File: src/rtl/alu_pkg.sv
// ============================================================================
// Module   : alu_pkg
// Purpose  : Shared constants, instruction layout and helpers for alu_sequencer
// Revision : 1.0 - initial release
// ============================================================================
`default_nettype none

package alu_pkg;

    localparam int c_data_w   = 8;
    localparam int c_addr_w   = 3;
    localparam int c_num_regs = 8;

    localparam logic [7:0] c_op_loadi = 8'h00;
    localparam logic [7:0] c_op_mov   = 8'h01;
    localparam logic [7:0] c_op_add   = 8'h02;
    localparam logic [7:0] c_op_sub   = 8'h03;
    localparam logic [7:0] c_op_and   = 8'h04;
    localparam logic [7:0] c_op_or    = 8'h05;

    localparam logic [2:0] c_sel_fwd = 3'b000;
    localparam logic [2:0] c_sel_add = 3'b001;
    localparam logic [2:0] c_sel_and = 3'b010;
    localparam logic [2:0] c_sel_or  = 3'b011;

    localparam int c_opcode_lsb = 24;
    localparam int c_dest_lsb   = 16;
    localparam int c_src1_lsb   = 8;
    localparam int c_src2_lsb   = 0;
    localparam int c_imm_lsb    = 0;

    localparam logic [0:0] c_st_idle = 1'b0;
    localparam logic [0:0] c_st_exec = 1'b1;

    typedef struct packed {
        logic [7:0]          opcode;
        logic [c_addr_w-1:0] dest;
        logic [c_addr_w-1:0] src1;
        logic [c_addr_w-1:0] src2;
        logic [c_data_w-1:0] imm;
    } instr_t;

    function automatic instr_t decode(input logic [31:0] word);
        instr_t d;
        d.opcode = word[c_opcode_lsb +: 8];
        d.dest   = word[c_dest_lsb   +: c_addr_w];
        d.src1   = word[c_src1_lsb   +: c_addr_w];
        d.src2   = word[c_src2_lsb   +: c_addr_w];
        d.imm    = word[c_imm_lsb    +: c_data_w];
        return d;
    endfunction

    function automatic logic is_legal(input logic [7:0] opcode);
        return (opcode <= c_op_or);
    endfunction

    // Two's-complement negate, so sub can reuse the ALU adder.
    function automatic logic [c_data_w-1:0] negate(input logic [c_data_w-1:0] value);
        return ~value + 8'd1;
    endfunction

endpackage

`default_nettype wire

File: src/rtl/alu_sequencer_reg_file.sv
// ============================================================================
// Module   : reg_file
// Purpose  : 8x8 register file, one synchronous write port, three async reads
// Revision : 1.0 - initial release
// ============================================================================
`default_nettype none

module reg_file
    import alu_pkg::*;
(
    input  logic                clk,
    input  logic                rst_n,
    input  logic                we,
    input  logic [c_addr_w-1:0] waddr,
    input  logic [c_data_w-1:0] wdata,
    input  logic [c_addr_w-1:0] raddr1,
    input  logic [c_addr_w-1:0] raddr2,
    input  logic [c_addr_w-1:0] dbg_addr,
    output logic [c_data_w-1:0] rdata1,
    output logic [c_data_w-1:0] rdata2,
    output logic [c_data_w-1:0] dbg_data
);

    logic [c_data_w-1:0] r_regs [c_num_regs];

    always_ff @(posedge clk or negedge rst_n) begin
        if (!rst_n) begin
            for (int i = 0; i < c_num_regs; i++) begin
                r_regs[i] <= '0;
            end
        end else if (we) begin
            r_regs[waddr] <= wdata;
        end
    end

    assign rdata1   = r_regs[raddr1];
    assign rdata2   = r_regs[raddr2];
    assign dbg_data = r_regs[dbg_addr];

endmodule

`default_nettype wire

File: src/rtl/alu_sequencer.sv
// ============================================================================
// Module   : alu_sequencer
// Purpose  : Issues register operands to an external ALU and writes back RESULT
// Revision : 1.0 - initial release
// ============================================================================
`default_nettype none

module alu_sequencer
    import alu_pkg::*;
#(
    parameter int ALU_LATENCY = 1
) (
    input  logic        clk,
    input  logic        rst_n,
    input  logic [31:0] instr,
    input  logic        instr_valid,
    output logic        instr_ready,
    output logic [7:0]  data1,
    output logic [7:0]  data2,
    output logic [2:0]  select,
    input  logic [7:0]  result,
    output logic        done,
    output logic        illegal,
    input  logic [2:0]  dbg_addr,
    output logic [7:0]  dbg_data
);

    localparam logic [2:0] c_latency = 3'(ALU_LATENCY);

    logic [0:0]          r_state;
    logic [2:0]          r_cnt;
    logic [c_addr_w-1:0] r_dest;
    logic [c_data_w-1:0] r_data1;
    logic [c_data_w-1:0] r_data2;
    logic [2:0]          r_select;
    logic                r_done;
    logic                r_illegal;

    instr_t              w_dec;
    logic                w_xfer;
    logic                w_legal;
    logic                w_wb;
    logic [2:0]          w_cnt_next;
    logic [c_data_w-1:0] w_rs1;
    logic [c_data_w-1:0] w_rs2;
    logic [c_data_w-1:0] w_op1;
    logic [c_data_w-1:0] w_op2;
    logic [2:0]          w_sel;

    assign w_dec       = decode(instr);
    assign instr_ready = (r_state == c_st_idle);
    assign w_xfer      = instr_valid && instr_ready;
    assign w_legal     = is_legal(w_dec.opcode);
    assign w_cnt_next  = r_cnt + 3'd1;
    // Write-back lands on the edge where the counter would reach the latency.
    assign w_wb        = (r_state == c_st_exec) && (w_cnt_next == c_latency);

    reg_file u_reg_file (
        .clk      (clk),
        .rst_n    (rst_n),
        .we       (w_wb),
        .waddr    (r_dest),
        .wdata    (result),
        .raddr1   (w_dec.src1),
        .raddr2   (w_dec.src2),
        .dbg_addr (dbg_addr),
        .rdata1   (w_rs1),
        .rdata2   (w_rs2),
        .dbg_data (dbg_data)
    );

    always_comb begin
        w_op1 = '0;
        w_op2 = w_rs2;
        w_sel = c_sel_fwd;
        case (w_dec.opcode)
            c_op_loadi: w_op2 = w_dec.imm;
            c_op_mov:   w_op2 = w_rs2;
            c_op_add: begin
                w_op1 = w_rs1;
                w_sel = c_sel_add;
            end
            c_op_sub: begin
                w_op1 = w_rs1;
                w_op2 = negate(w_rs2);
                w_sel = c_sel_add;
            end
            c_op_and: begin
                w_op1 = w_rs1;
                w_sel = c_sel_and;
            end
            c_op_or: begin
                w_op1 = w_rs1;
                w_sel = c_sel_or;
            end
            default: ;
        endcase
    end

    always_ff @(posedge clk or negedge rst_n) begin
        if (!rst_n) begin
            r_state <= c_st_idle;
            r_cnt   <= '0;
            r_dest  <= '0;
        end else begin
            case (r_state)
                c_st_idle: begin
                    if (w_xfer && w_legal) begin
                        r_state <= c_st_exec;
                        r_cnt   <= '0;
                        r_dest  <= w_dec.dest;
                    end
                end
                c_st_exec: begin
                    r_cnt <= w_cnt_next;
                    if (w_wb) begin
                        r_state <= c_st_idle;
                    end
                end
                default: r_state <= c_st_idle;
            endcase
        end
    end

    // Operands stay on the bus until the next legal issue; illegal ones leave them alone.
    always_ff @(posedge clk or negedge rst_n) begin
        if (!rst_n) begin
            r_data1   <= '0;
            r_data2   <= '0;
            r_select  <= c_sel_fwd;
            r_done    <= 1'b0;
            r_illegal <= 1'b0;
        end else begin
            if (w_xfer && w_legal) begin
                r_data1  <= w_op1;
                r_data2  <= w_op2;
                r_select <= w_sel;
            end
            r_done    <= w_wb;
            r_illegal <= w_xfer && !w_legal;
        end
    end

    assign data1   = r_data1;
    assign data2   = r_data2;
    assign select  = r_select;
    assign done    = r_done;
    assign illegal = r_illegal;

endmodule

`default_nettype wire
File: config.mk
export PLATFORM = sky130hd
export DESIGN_NAME = alu_sequencer
export DESIGN_NICKNAME = d
export VERILOG_FILES = /design/src/rtl/alu_pkg.sv /design/src/rtl/alu_sequencer_reg_file.sv /design/src/rtl/alu_sequencer.sv
export SDC_FILE = /design/constraint.sdc
export NUM_CORES = 1
export LEC_CHECK = 0
export CAP_MARGIN = 20
export CORE_MARGIN = 4
export CORE_UTILIZATION = 45
export DETAILED_ROUTE_END_ITERATION = 7
export PLACE_DENSITY_LB_ADDON = 0.2
export SKIP_LAST_GASP = 1
export SLEW_MARGIN = 30
export SYNTH_ARGS = -nofsm -noshare
export SYNTH_HDL_FRONTEND = slang
export SYNTH_SLANG_ARGS = --single-unit
File: constraint.sdc
create_clock -name clk -period 5 [get_ports clk]
set_clock_uncertainty 0.1 [all_clocks]
set_input_delay 1.25 -clock clk [delete_from_list [all_inputs] [get_ports clk]]
set_output_delay 1.25 -clock clk [all_outputs]
set_load 0.05 [all_outputs]
After elaboration in Yosys (flattened, before gate mapping)

Cells that the tools add are included.

Flip-flop bits (word level): 92
Input bits: 46
Logic and storage cells: 66

Muxes and demuxes: 20
Equality and inequality tests: 6
Bitwise logic cells: 6
Add/sub/neg operators: 2
Reduce and logical (&&, ||, !) cells: 10
Order comparisons: 6

Operators with widths:

| operator                                                                          | count |
|---|---|
| 8-bit binary-select mux with 3-bit select                                         | 3 |
| 64-bit bitwise mux                                                                | 1 |
| 8-bit two-way mux                                                                 | 8 |
| 8-bit demux with 3-bit select                                                     | 1 |
| 8-bit by 2-bit == test with 1-bit output (second input constant)                  | 2 |
| 8-bit by 3-bit == test with 1-bit output (second input constant)                  | 2 |
| 4-bit greater-or-equal comparator (second input constant)                         | 4 |
| 3-bit NOT with 4-bit output                                                       | 4 |
| 8-bit one-hot mux with 2 select lines                                             | 1 |
| 8-bit by 1-bit adder with 8-bit output (second input constant)                    | 1 |
| 8-bit by 3-bit less-or-equal comparator with 1-bit output (second input constant) | 1 |
| 8-bit zero test                                                                   | 1 |
| 8-bit NOT                                                                         | 1 |
| 2-bit one-hot mux with 3 select lines                                             | 1 |
| 3-bit one-hot mux with 2 select lines                                             | 1 |
| 1-bit logical AND                                                                 | 5 |
| 4-bit by 1-bit < comparator with 1-bit output (second input constant)             | 1 |
| 4-bit OR reduction                                                                | 1 |
| 3-bit by 1-bit adder with 3-bit output (second input constant)                    | 1 |
| 3-bit by 1-bit == test with 1-bit output (second input constant)                  | 1 |
| 3-bit two-way mux                                                                 | 1 |
| 1-bit two-way mux                                                                 | 2 |
| 2-bit by 1-bit inequality test with 1-bit output (second input constant)          | 1 |
| 1-bit one-hot mux with 2 select lines                                             | 1 |
| 4 further kinds                                                                   | 4 |

Logic depth before layout (Yosys ltp)

Depth in word-level cells: 7
Depth in mapped cells: 9
Mapped depth without buffers: 7

Modules after synthesis

A second synthesis with hierarchy kept.

Cell total of the unflattened synthesis: 376
Area, all modules: 5,625.4 µm²

Modules (own cells, without submodules):

| module        | cells each | times used | area each (µm²) |
|---|---|---|---|
| reg_file      | 230        | 1          | 4,078.9 |
| alu_sequencer | 146        | 1          | 1,546.5 |

Least setup slack after synthesis

OpenSTA, ideal clock, no wires.

Path type: input port to output port
From: in dbg_addr[0]
To: out dbg_data[0]
Arrival: 2.877 ns
Stages on the path: 4
Buffers on the path: 2
Slack: 0.773 ns
Required time: 3.650 ns
Cells stage by stage: clkbuf_1 > buf_2 > mux4_2 > mux2_2

Longest elaborated chain between the ends: 4

Ends and longest elaborated chain:

| element                                               | line                         | source |
|---|---|---|
| start, declared                                       | alu_sequencer.sv:24          | `input logic [2:0] dbg_addr,` |
| 3-bit NOT with 4-bit output (implied by the code)     | alu_sequencer_reg_file.sv:38 | `assign dbg_data = r_regs[dbg_addr];` |
| 8-bit binary-select mux with 3-bit select             | alu_sequencer_reg_file.sv:38 |  |
| 8-bit two-way mux (implied by the code) (2 in series) | alu_sequencer_reg_file.sv:38 |  |
| end, declared                                         | alu_sequencer.sv:25          | `output logic [7:0] dbg_data` |

Every way passes these cells. The select of a mux whose other input is x is not followed.

Worst setup path in the final report

Same ends and word-level chain as after synthesis.

==> results.yml <==
hold_path:
  hold_end: "select[1]"
  whs_path_depth: 1
  hold_start: "select[1]"
  hold_class: "flop to flop"
floorplanning:
  coreArea_mm2: 0.0115
  io_pins: 76
  die_x_um: 117
  num_rows: 39
  die-area_mm2: 0.0136
  start_util_pct: 46.2
  dieHeight_um: 117
timing:
  slew_headroom_pct: 29.3
  finalHoldViolations: 0
  post-route-min-period_ns: 4.42
  finalSetupViolations: 0
  rsz0062_at_grt: "no"
  max_freq_ghz: 0.226
  final-max-slew-violation-count: 0
  worst_slew_pin_slew_ns: 1.06
  fin_tns_setup_ns: 0
  period_share_pct: 88.4
clock_network:
  clock-root-buffer: "clkbuf_16"
  clk_pin_slew_worst_paths_ns: 0.06
  cts_tree: "yes"
  hold_buffers: 0
  post_cts_buffers: 0
  numCtsBuffers: 9
  max-clock-path-buffers: 2
  ctsResizeCount: 0
  h-tree-depth: 3
  worstSkewPairLatency_ns: 0.34
  clkSinkCount: 91
drt:
  drt-total-wl_mm: 13.1
  dr_wl_met2_mm: 6.33
  drt-met1-wl_mm: 5.75
  avgRoutedWirePerCell_um: 21.4
  drt_iter0_drc: 200
  via_per_inst: 5.92
  routed.top_layer: "met4"
  wl_met3_um: 776
  antenna_left: 0
  drc: 0
  dr.pass1.iters: 4
  vias: 3610
synthesis:
  synth.avg_cell_area_um2: 13.2
  ys_warn_count: 0
  ys_ff_latch: 91
  synth_cell_types: 50
  synthArstFlopShare_pct: 100
  netlist_instances: 401
  ys_seq_area_share_pct: 43.0
  synth_edf_count: 0
  netlist_area_mm2: 0.00530
  synth.net_count: 450
  synth_ff_type: "dfrtp_1"
worst_setup_path:
  critPathCaptureType: "output pin"
  r2r_end: "u_reg_file.r_regs[26]"
  r2r_start: "r_cnt[0]"
  crit_chain: "clkdlybuf4s50_1 > buf_4 > mux4_2 > mux2_2 > buf_4"
  crit_type: "input pin to output pin"
  worstPathArrival_ns: 3.07
  crit_fanout: 16
  slowest_delay_ns: 0.56
  startpoint_type: "input pin"
  regToRegSetupSlack_ns: 2.25
  crit_path_top_delay_cell: "mux4_2"
  worstPathRequired_ns: 3.65
  reg2reg_depth: 6
  crit_top_cell: "buf_4"
grt:
  grt_pass1_vias: 3823
  antenna_found_initial: 0
  grt.total_usage_pct: 20.8
  grt_overflow: 0
  grt_first_pass_wirelength_mm: 21.2
  grt_max_degree: 58
pwr:
  p_per_area_mw_per_mm2: 334
  ir_drop_uv: 206
  leakage_uw: 0.00277
finish:
  drive_above_1_share_pct: 36.4
  postLayoutCellArea_mm2: 0.00634
  antennaDiodeCount: 0
  area_delta_synth_final_pct: 19.7
  nFillCells: 975
  final_cell_mix: "dfrtp_1 (91), mux2_2 (74), clkdlybuf4s50_1 (54), mux4_2 (48), nand2_1 (35)"
  final_common_cell: "dfrtp_1"
  fin_nets: 511
outcome:
  status: "finished, final reports clean"
job:
  max_cap_violations: 0
placement:
  placed_cell_area_mm2: 0.00607
  hpwl_mm: 8.94
  port_buffers: 64
  gp_congestion: 0.824
## Yosys cell counts, types with 3 or more instances
library cell | instances | share of area (%)
a21oi_1 | 6 | 0.57
a31o_2 | 3 | 0.50
a31oi_1 | 3 | 0.35
buf_2 | 4 | 0.38
clkbuf_1 | 16 | 1.1
dfrtp_1 | 91 | 43
ha_1 | 3 | 0.71
inv_1 | 7 | 0.50
mux2_2 | 74 | 16
mux2i_1 | 13 | 2.5
mux4_2 | 48 | 20
nand2_1 | 35 | 2.5
nand2b_1 | 4 | 0.47
nand3_1 | 6 | 0.57
nand4_1 | 3 | 0.35
nor2_1 | 19 | 1.3
nor4_1 | 3 | 0.35
o21ai_0 | 15 | 1.4
o31ai_1 | 4 | 0.57
## flip-flops by register name, indices dropped and copies added (netlist names)
signal / count
data1: 8
data2: 8
done: 1
illegal: 1
r_cnt: 3
r_dest: 3
r_state: 1
select: 2
u_reg_file.r_regs: 64
## per-layer routing
metal  vias to the layer above  track usage, %
met5                         -               0
met4                         0            5.41
met3                        13            3.78
met2                        94            33.8
met1                      1837            29.3
li1                       1666               -
## where the power goes
| group | internal (µW) | total [µW] | switching (µW) |
|---|---|---|---|
| sequential | 830 | 911 | 81.5 |
| combinational | 281 | 572 | 291 |
| clock | 350 | 632 | 282 |
| total | 1460 | 2120 | 655 |
## cell families (layout without fill, tap and decap cells)
group                      after synthesis  in the layout  share of synthesized area (%)
DFF                                     91             91                           43.0
buffers and inverters                   33             99                           2.79
adders and majority gates                3              3                          0.708
xor gates and xnor gates                 3              3                          0.496
muxes                                  137            137                           39.1
AOI/OAI and AO/OA                       47             47                           5.81
other                                    1              1                         0.0708
and+or+nand+nor                         86             86                           8.05
## worst max-delay path, delay by kind of cell
| kind | cells | cell delay, ns |
|---|---|---|
| multiplexers | 2 | 0.84 |
| buffers and inverters | 3 | 0.96 |
## per-stage QoR
stage          std cells  power (µW)  setup slack (ns)  hold WS, ns  utilization [%]
2_1_floorplan        401        1310             0.773        0.359                -
3_3_place_gp         594        1480             0.555        0.369             52.9
3_5_place_dp         594        1500             0.557        0.379             52.9
4_1_cts              610        2140             0.555        0.394             55.3
5_1_grt              610        2230             0.507        0.419             55.3
6_report             610        2120             0.580        0.389             55.3
## worst max-delay path by stage
stage                start     endpoint  slack, ns  cells past startpoint
2_1_floorplan  dbg_addr[0]  dbg_data[0]       0.77                      4
3_3_place_gp   dbg_addr[0]  dbg_data[0]       0.55                      5
3_5_place_dp   dbg_addr[0]  dbg_data[7]       0.56                      5
4_1_cts        dbg_addr[0]  dbg_data[7]       0.56                      5
5_1_grt        dbg_addr[0]  dbg_data[6]       0.51                      5
6_report       dbg_addr[0]  dbg_data[0]       0.58                      5
## cell type report
type,instances,area [µm²],share of cell area (%)
well taps,143,179,2.82
multi-input cells,277,2890,45.5
clock buffers,12,246,3.89
inverters,8,30.0,0.473
clock inverters,4,26.3,0.414
repair buffers,75,696,11.0
flip-flops and latches,91,2280,35.9
Power figures use the tool's default switching activity.
